$ cat config.mk
export PLATFORM = sky130hd
export DESIGN_NAME = bcd_countdown_timer
export DESIGN_NICKNAME = d
export VERILOG_FILES = /design/src/rtl/bcd_countdown_timer.sv
export SDC_FILE = /design/constraint.sdc
export NUM_CORES = 1
export LEC_CHECK = 0
export CORE_MARGIN = 4
export CORE_UTILIZATION = 56
export DETAILED_ROUTE_END_ITERATION = 7
export GPL_TIMING_DRIVEN = 0
export HOLD_SLACK_MARGIN = 0.1
export PLACE_DENSITY = 0.81
export SYNTH_ARGS = -nofsm -noshare
export SYNTH_HDL_FRONTEND = slang
export SYNTH_SLANG_ARGS = --single-unit
$ cat constraint.sdc
create_clock -name CLOCK_50 -period 8.6 [get_ports CLOCK_50]
set_input_delay 0.86 -clock CLOCK_50 [delete_from_list [all_inputs] [get_ports CLOCK_50]]
set_output_delay 0.86 -clock CLOCK_50 [all_outputs]
set_load 0.05 [all_outputs]
$ cat src/rtl/bcd_countdown_timer.sv
// Two-digit BCD countdown timer with a clock-enable prescaler.
// Loads 00..99 from switches, counts down one step per prescaler tick,
// stops at 00 with done raised, and drives an active-low 7-segment pair.
module bcd_countdown_timer #(
  parameter int CLK_HZ  = 50_000_000,
  parameter int TICK_HZ = 1
) (
  input  logic       CLOCK_50,
  input  logic       reset_n,
  input  logic [7:0] load_val,
  input  logic       load,
  input  logic       start,
  input  logic       pause,
  output logic [3:0] tens,
  output logic [3:0] ones,
  output logic [6:0] hex1,
  output logic [6:0] hex0,
  output logic       running,
  output logic       done
);

  localparam int DIV = CLK_HZ / TICK_HZ;
  localparam int PW  = (DIV > 2) ? $clog2(DIV) : 1;
  localparam logic [PW-1:0] DIV_M1 = PW'(DIV - 1);

  typedef enum logic [1:0] {
    S_IDLE   = 2'd0,
    S_RUN    = 2'd1,
    S_PAUSED = 2'd2,
    S_DONE   = 2'd3
  } state_t;

  // Limit a raw switch nibble to a legal BCD digit.
  function automatic logic [3:0] clamp_digit(input logic [3:0] d);
    return (d > 4'd9) ? 4'd9 : d;
  endfunction

  // One BCD step down; saturates at 00 and never yields a non-BCD digit.
  function automatic logic [7:0] bcd_dec(input logic [7:0] c);
    logic [7:0] r;
    if (c[3:0] != 4'd0) begin
      r = {c[7:4], c[3:0] - 4'd1};
    end else if (c[7:4] != 4'd0) begin
      r = {c[7:4] - 4'd1, 4'd9};
    end else begin
      r = 8'h00;
    end
    return r;
  endfunction

  // Active-low {g,f,e,d,c,b,a} pattern for a decimal digit; blank otherwise.
  function automatic logic [6:0] seg7(input logic [3:0] d);
    logic [6:0] s;
    case (d)
      4'd0:    s = 7'b1000000;
      4'd1:    s = 7'b1111001;
      4'd2:    s = 7'b0100100;
      4'd3:    s = 7'b0110000;
      4'd4:    s = 7'b0011001;
      4'd5:    s = 7'b0010010;
      4'd6:    s = 7'b0000010;
      4'd7:    s = 7'b1111000;
      4'd8:    s = 7'b0000000;
      4'd9:    s = 7'b0010000;
      default: s = 7'b1111111;
    endcase
    return s;
  endfunction

  state_t        state_q, state_d;
  logic [3:0]    tens_q, tens_d;
  logic [3:0]    ones_q, ones_d;
  logic [PW-1:0] pre_q, pre_d;
  logic          start_q, start_d;
  logic          pause_q, pause_d;

  logic          start_p;
  logic          pause_p;
  logic          tick;
  logic [7:0]    count;
  logic [7:0]    count_dec;

  assign start_p   = start & ~start_q;
  assign pause_p   = pause & ~pause_q;
  assign tick      = (pre_q == DIV_M1);
  assign count     = {tens_q, ones_q};
  assign count_dec = bcd_dec(count);

  // Next-state logic: priority load > start edge > pause edge > tick.
  always_comb begin
    state_d = state_q;
    tens_d  = tens_q;
    ones_d  = ones_q;
    pre_d   = pre_q;
    start_d = start;
    pause_d = pause;

    case (state_q)
      S_IDLE: begin
        pre_d = '0;
        if (load) begin
          tens_d = clamp_digit(load_val[7:4]);
          ones_d = clamp_digit(load_val[3:0]);
        end else if (start_p) begin
          state_d = (count == 8'h00) ? S_DONE : S_RUN;
        end
      end

      S_RUN: begin
        // load and start are deliberately ignored while counting.
        if (pause_p) begin
          state_d = S_PAUSED;
        end else if (tick) begin
          pre_d = '0;
          if (count == 8'h01) begin
            tens_d  = 4'd0;
            ones_d  = 4'd0;
            state_d = S_DONE;
          end else begin
            tens_d = count_dec[7:4];
            ones_d = count_dec[3:0];
          end
        end else begin
          pre_d = pre_q + PW'(1);
        end
      end

      S_PAUSED: begin
        // Prescaler frozen so a resume keeps the tick phase.
        if (load) begin
          tens_d  = clamp_digit(load_val[7:4]);
          ones_d  = clamp_digit(load_val[3:0]);
          pre_d   = '0;
          state_d = S_IDLE;
        end else if (start_p) begin
          state_d = S_RUN;
        end
      end

      S_DONE: begin
        pre_d = '0;
        if (load) begin
          tens_d  = clamp_digit(load_val[7:4]);
          ones_d  = clamp_digit(load_val[3:0]);
          state_d = S_IDLE;
        end
      end

      default: begin
        state_d = S_IDLE;
        pre_d   = '0;
      end
    endcase
  end

  // State, count, prescaler and edge-detect registers with synchronous reset.
  always_ff @(posedge CLOCK_50) begin
    if (!reset_n) begin
      state_q <= S_IDLE;
      tens_q  <= 4'd0;
      ones_q  <= 4'd0;
      pre_q   <= '0;
      // Held keys must not register as a fresh edge after reset.
      start_q <= 1'b1;
      pause_q <= 1'b1;
    end else begin
      state_q <= state_d;
      tens_q  <= tens_d;
      ones_q  <= ones_d;
      pre_q   <= pre_d;
      start_q <= start_d;
      pause_q <= pause_d;
    end
  end

  assign tens    = tens_q;
  assign ones    = ones_q;
  assign running = (state_q == S_RUN);
  assign done    = (state_q == S_DONE);
  assign hex1    = seg7(tens_q);
  assign hex0    = seg7(ones_q);

endmodule

==> flow_summary.toml, run 1 <==
[grt]
grt_pass1_vias = 2478
grt_overflow = 0
antenna_found_initial = 0
grt_pass1_wl_mm = 10.8
track_usage_pct = 21.3
grt_max_degree = 15

[clock_tree]
clock_tree.root_cell = "clkbuf_8"
clk-insertion-delay-late_ns = 0.31
numCtsBuffers = 5
cts_setup_buffers = 0
cts.htree.levels = 2
cts_tree = "yes"
post_cts_resized = 0
numClockSinks = 52
hold_buffers = 0
clockBufferDepth = 2
path_clk_slew_ns = 0.10

[synthesis]
avgSynthCellArea_sq_um = 8.53
synth_cell_types = 58
synth_fp_nets = 358
synthCells = 331
yosysWarnings = 0
synth_ff_type = "dfxtp_1"
synth-edff-count = 0
async_flop_share_pct = 0
synth.ff_latch_count = 52
ys_seq_area_share_pct = 36.9
syn_area_sq_um = 2820

[routing]
ant_nets = 0
vias_per_cell = 5.61
wl_mm = 6.23
remaining_drc_errors = 0
wl_per_cell_microns = 14.1
drt_iter0_drc = 139
routed-via-count = 2480
first_pass_iters = 4

[layout]
post-route-util_pct = 69.7
drive_gt1_share_pct = 6.93
final_nets = 401
area_growth_pct = 18.9
n_antenna_cell = 0

[sta]
hold_violations = 0
setup_viol = 0
period_minus_slack_ns = 3.79
tns_ns = 0
finalCritPeriodShare_pct = 44.1
rsz0062_at_grt = "no"
drv_slew = 0
clock-skew-final_ns = 0.0160
relSlewSlack_pct = 59.4
timing.fmax_mhz = 264
tightest_slew_ns = 0.609

[setup_path]
r2r_setup_slack_ns = 5.23
setup.worst_path.start_class = "input port"
cpMostUsedCell = "nor2_1"
worstPathCellList = "clkdlybuf4s50_1 > nor2b_1 > nor2_1 > a21oi_1 > or2_0 > buf_6 > nor2_1 > a211oi_1 > inv_1 > ha_1 > and3_1 > o32ai_1"
r2r-start = "tens[1]"
path_delay_family = "compound AO/OA/AOI/OAI gates"
critPathMaxStageDelay_ns = 0.47
required_ns = 8.81
worst_r2r_endpoint = "hex1[4]"
reg2regPathDepth = 12
crit_path_end_kind = "flip-flop"
arrival_ns = 4.00
critical_path.slowest_cell = "clkdlybuf4s50_1"
crit_path_max_fanout = 10
path_buf_inv = 3
path_class = "input port to flip-flop"

[outcome]
outcome = "finished clean"

[power]
power.leakage_nw = 1.25
power.density_nw_per_um2 = 354
peakVddDrop_v = 0.000167

[worst_hold_path]
holdPathStages = 2
hp-start = "pre_q[1]"
hp-class = "flip-flop to flip-flop"
hold_end = "pre_q[1]"

[placed_design]
port_buffers = 36
gp_congestion = 0.883
dp_hpwl_mm = 4.76

[die]
coreArea_sq_um = 4820
initial_core_util_pct = 58.6
die_area_sq_um = 6240
rows = 25
die_y_microns = 79.0
die_x_microns = 79.0
pin_count = 37

[flow_run]
max_cap_viol_count = 0
[where the power goes]
group | leakage, nW | switching, mW | internal, mW
clock network | 0.0455 | 0.0762 | 0.0658
logic | 0.779 | 0.463 | 0.254
registers | 0.425 | 0.0365 | 0.293
total | 1.25 | 0.576 | 0.613
[worst max-delay path by stage]
stage	startpoint	endpoint	slack [ns]	cells past startpoint
global placement	pause	hex1[4]	4.59	12
CTS	pause	hex1[4]	4.80	12
detailed placement	pause	hex1[4]	4.48	12
finish	pause	hex1[4]	4.81	12
floorplan	tens[1]	hex1[4]	5.38	13
global route	pause	hex1[4]	4.35	12
[per-stage QoR]
step	total power [mW]	setup slack [ns]	hold WS, ns	cell area (sq um)	std cells
after CTS	1.19	4.80	0.510	3360	442
final	1.19	4.81	0.517	3360	442
after global placement	1.03	4.59	0.479	3270	434
after floorplan	0.857	5.38	0.462	2820	331
after global routing	1.27	4.35	0.536	3360	442
after detailed placement	1.05	4.48	0.493	3270	434
[worst min-delay path, stage by stage (launching register included)]
cell     delay [ns]
dfxtp_1        0.35
nand2_1        0.07
a21oi_1        0.06
[cell usage after synthesis (all sizes together), types with 3 or more instances]
cell | instances | share of area (%)
nand2b | 6 | 1.3
a31oi | 6 | 1.6
ha | 14 | 6.2
inv | 18 | 2.4
nor3b | 6 | 1.8
dfxtp | 52 | 37
nand3 | 19 | 3.4
xor2 | 15 | 4.7
and3 | 11 | 2.4
nand2 | 21 | 2.8
nand4 | 3 | 0.66
o21ai | 20 | 3.8
xnor2 | 7 | 2.2
nor3 | 4 | 0.89
mux2i | 5 | 1.8
nor2 | 47 | 6.3
clkbuf | 6 | 0.80
and2 | 6 | 1.3
o31ai | 4 | 1.1
a21oi | 20 | 3.9
a211oi | 6 | 1.6
[flip-flops by register name (all words and copies together) (netlist names)]
name	count
state_q	2
hex0	7
pre_q	26
pause_q	1
tens	4
start_q	1
ones	4
hex1	7
[per-layer routing]
metal | vias to the layer above | track usage, % | wire length [microns]
met5 | - | 0 | 0
met1 | 1157 | 26.2 | 2850
li1 | 1253 | - | -
met3 | 7 | 4.88 | 324
met2 | 63 | 36.2 | 2990
met4 | 0 | 7.90 | 58
[cells in the final DEF, fill, tap and decap left out, types with 3 or more instances in the layout]
master           synthesis  layout
clkdlybuf4s50_1          0      36
nor3b_1                  5       5
dfxtp_1                 52      52
a21oi_1                 19      19
mux2i_1                  5       5
o21ai_0                 17      17
o31ai_1                  4       4
xnor2_1                  7       7
inv_1                   16      16
nand4_1                  3       3
nor2_1                  47      47
nand2_1                 21      21
a31oi_1                  5       5
nand3_1                 19      19
clkbuf_8                 0       6
ha_1                    14      14
a211oi_1                 6       6
nor3_1                   3       3
nand2b_1                 6       6
and2_1                   6       6
xor2_1                  15      15
clkbuf_1                 6       8
and3_1                  11      11
[logic make-up after synthesis]
| family | share of synthesized area [%] |
|---|---|
| and+or+nand+nor | 24.8 |
| AOI/OAI and AO/OA | 19.4 |
| DFF | 36.9 |
| buffers and inverters | 3.77 |
| xor gates and xnor gates | 6.83 |
| adders and majority gates | 6.21 |
| muxes | 2.17 |
[layout make-up]
type	instances	area (sq um)
buffer	8	38.8
clock buffer	8	90.1
fill	427	1460
inverter	18	67.6
multi-input combinational	253	1680
sequential	52	1040
tap	67	83.8
timing repair buffer	36	360
(Power assumes the default switching activity.)
==> run 2: changes to the inputs <==
CORE_UTILIZATION = 55   (was 56)
PLACE_DENSITY = 0.8   (was 0.81)
clock period = 3.6 ns   (was 8.6 ns; I/O delays follow)
==> run 2 against run 1 <==
Net effect:
- critical path depth did not move
- critical path type unchanged
- worst setup slack worse by 4.4 ns
- first-iteration DRC count shrank 10%
- routed wire length grew 0.92%
==> flow_summary.toml, run 2 (synthesized netlist as in run 1, its figures left out) <==
[flow_run]
max_cap_viol_count = 0

[clock_tree]
clk-insertion-delay-late_ns = 0.30
post_cts_resized = 0
hold_buffers = 0
cts_setup_buffers = 0
cts.htree.levels = 2
clock_tree.root_cell = "clkbuf_8"
cts_tree = "yes"
numCtsBuffers = 5
path_clk_slew_ns = 0.09
numClockSinks = 52
clockBufferDepth = 2

[placed_design]
gp_congestion = 0.869
dp_hpwl_mm = 4.72
place_ws_ns = 0.0829
placed_cell_area_sq_um = 3270
port_buffers = 36

[sta]
drv_slew = 0
tns_ns = 0
worst_slack_ns = 0.383
tightest_slew_ns = 0.596
rsz0062_at_grt = "no"
relSlewSlack_pct = 59.9
period_minus_slack_ns = 3.22
setup_viol = 0
timing.fmax_mhz = 311
finalCritPeriodShare_pct = 89.4
hold_violations = 0
clock-skew-final_ns = 0.00702

[grt]
track_usage_pct = 21.2
grt_overflow = 0
antenna_found_initial = 0
grt_max_degree = 16
grt_pass1_vias = 2287
grt_pass1_wl_mm = 10.8

[layout]
multi_input_area_sq_um = 1680
stdcell_area_sq_um = 3360
n_antenna_cell = 0
regMostFlops = "pre_q"
drive_gt1_share_pct = 7.73
most-common-layout-cells = "dfxtp_1 (52), nor2_1 (47), clkdlybuf4s50_1 (36)"
final_common_cell = "dfxtp_1"
seq_area_sq_um = 1040
final_nets = 401
final.fill_count = 408
largest_reg_flops = 26
area_growth_pct = 19.2

[routing]
ant_nets = 0
remaining_drc_errors = 0
wl_per_cell_microns = 14.2
vias_per_cell = 5.60
first_pass_iters = 4
routed-via-count = 2476
wl_mm = 6.28
drt_iter0_drc = 125

[setup_path]
crit_path_max_fanout = 10
worst_r2r_endpoint = "hex1[4]"
r2r-start = "ones[0]"
crit_path_end_kind = "flip-flop"
arrival_ns = 3.44
setup.worst_path.start_class = "input port"
path_class = "input port to flip-flop"
r2r_setup_slack_ns = 0.40
reg2regPathDepth = 13
required_ns = 3.82

[die]
initial_core_util_pct = 58.2
coreArea_sq_um = 4850
rows = 25
die_y_microns = 79.6
die_area_sq_um = 6340
pin_count = 37
die_x_microns = 79.6

[worst_hold_path]
hp-class = "flip-flop to flip-flop"
holdPathStages = 2
hp-start = "pre_q[18]"
hold_end = "pre_q[18]"

[power]
peakVddDrop_v = 0.000385
power.leakage_nw = 1.26
power.density_nw_per_um2 = 846

[outcome]
outcome = "finished clean"
## run 2: how the worst max path moves through the flow
stage	from	to	slack [ns]	cells after the start
2_1_floorplan	tens[1]	hex1[4]	0.38	13
3_3_place_gp	pause	hex1[4]	0.09	12
3_5_place_dp	pause	hex1[4]	0.08	12
4_1_cts	tens[1]	hex1[4]	0.29	12
5_1_grt	pause	hex1[4]	0.03	12
6_report	pause	hex1[4]	0.38	12
## run 2: layout make-up
type / instances / share of cell area, %
multi-input cells: 253 / 49.9
flip-flops and latches: 52 / 30.9
repair buffers: 36 / 10.7
well taps: 67 / 2.49
clock buffers: 6 / 2.45
inverters: 18 / 2.01
plain buffers: 8 / 1.15
clock inverters: 2 / 0.298
## run 2: power by group
part           switching [mW]  leakage [nW]  internal, mW
Sequential             0.0846         0.425         0.700
Clock                   0.190        0.0510         0.154
Combinational            1.11         0.782         0.612
## run 2: per-stage QoR
stage / hold slack, ns / power (mW) / utilization, % / cells
5_1_grt: 0.546 / 3.06 / 69.4 / 442
4_1_cts: 0.510 / 2.84 / 69.3 / 442
3_5_place_dp: 0.497 / 2.50 / 67.4 / 434
2_1_floorplan: 0.461 / 2.05 / - / 331
6_report: 0.525 / 2.85 / 69.4 / 442
3_3_place_gp: 0.479 / 2.46 / 67.4 / 434
## run 2: worst max-delay path, cell delays in order
cell and delay, ns:
clkdlybuf4s50_1 0.47, nor2b_1 0.39, nor2_1 0.15, a21oi_1 0.40
or2_0 0.20, buf_6 0.16, nor2_1 0.08, a211oi_1 0.44
inv_1 0.16, ha_1 0.23, and3_1 0.15, o32ai_1 0.24
## run 2: routing by layer
metal | wire length (microns) | track usage [%] | vias up
met4 | 92 | 7.04 | 0
met5 | 0 | 0 | -
met1 | 2920 | 29.2 | 1147
li1 | - | - | 1255
met2 | 2890 | 33.4 | 66
met3 | 380 | 3.72 | 8
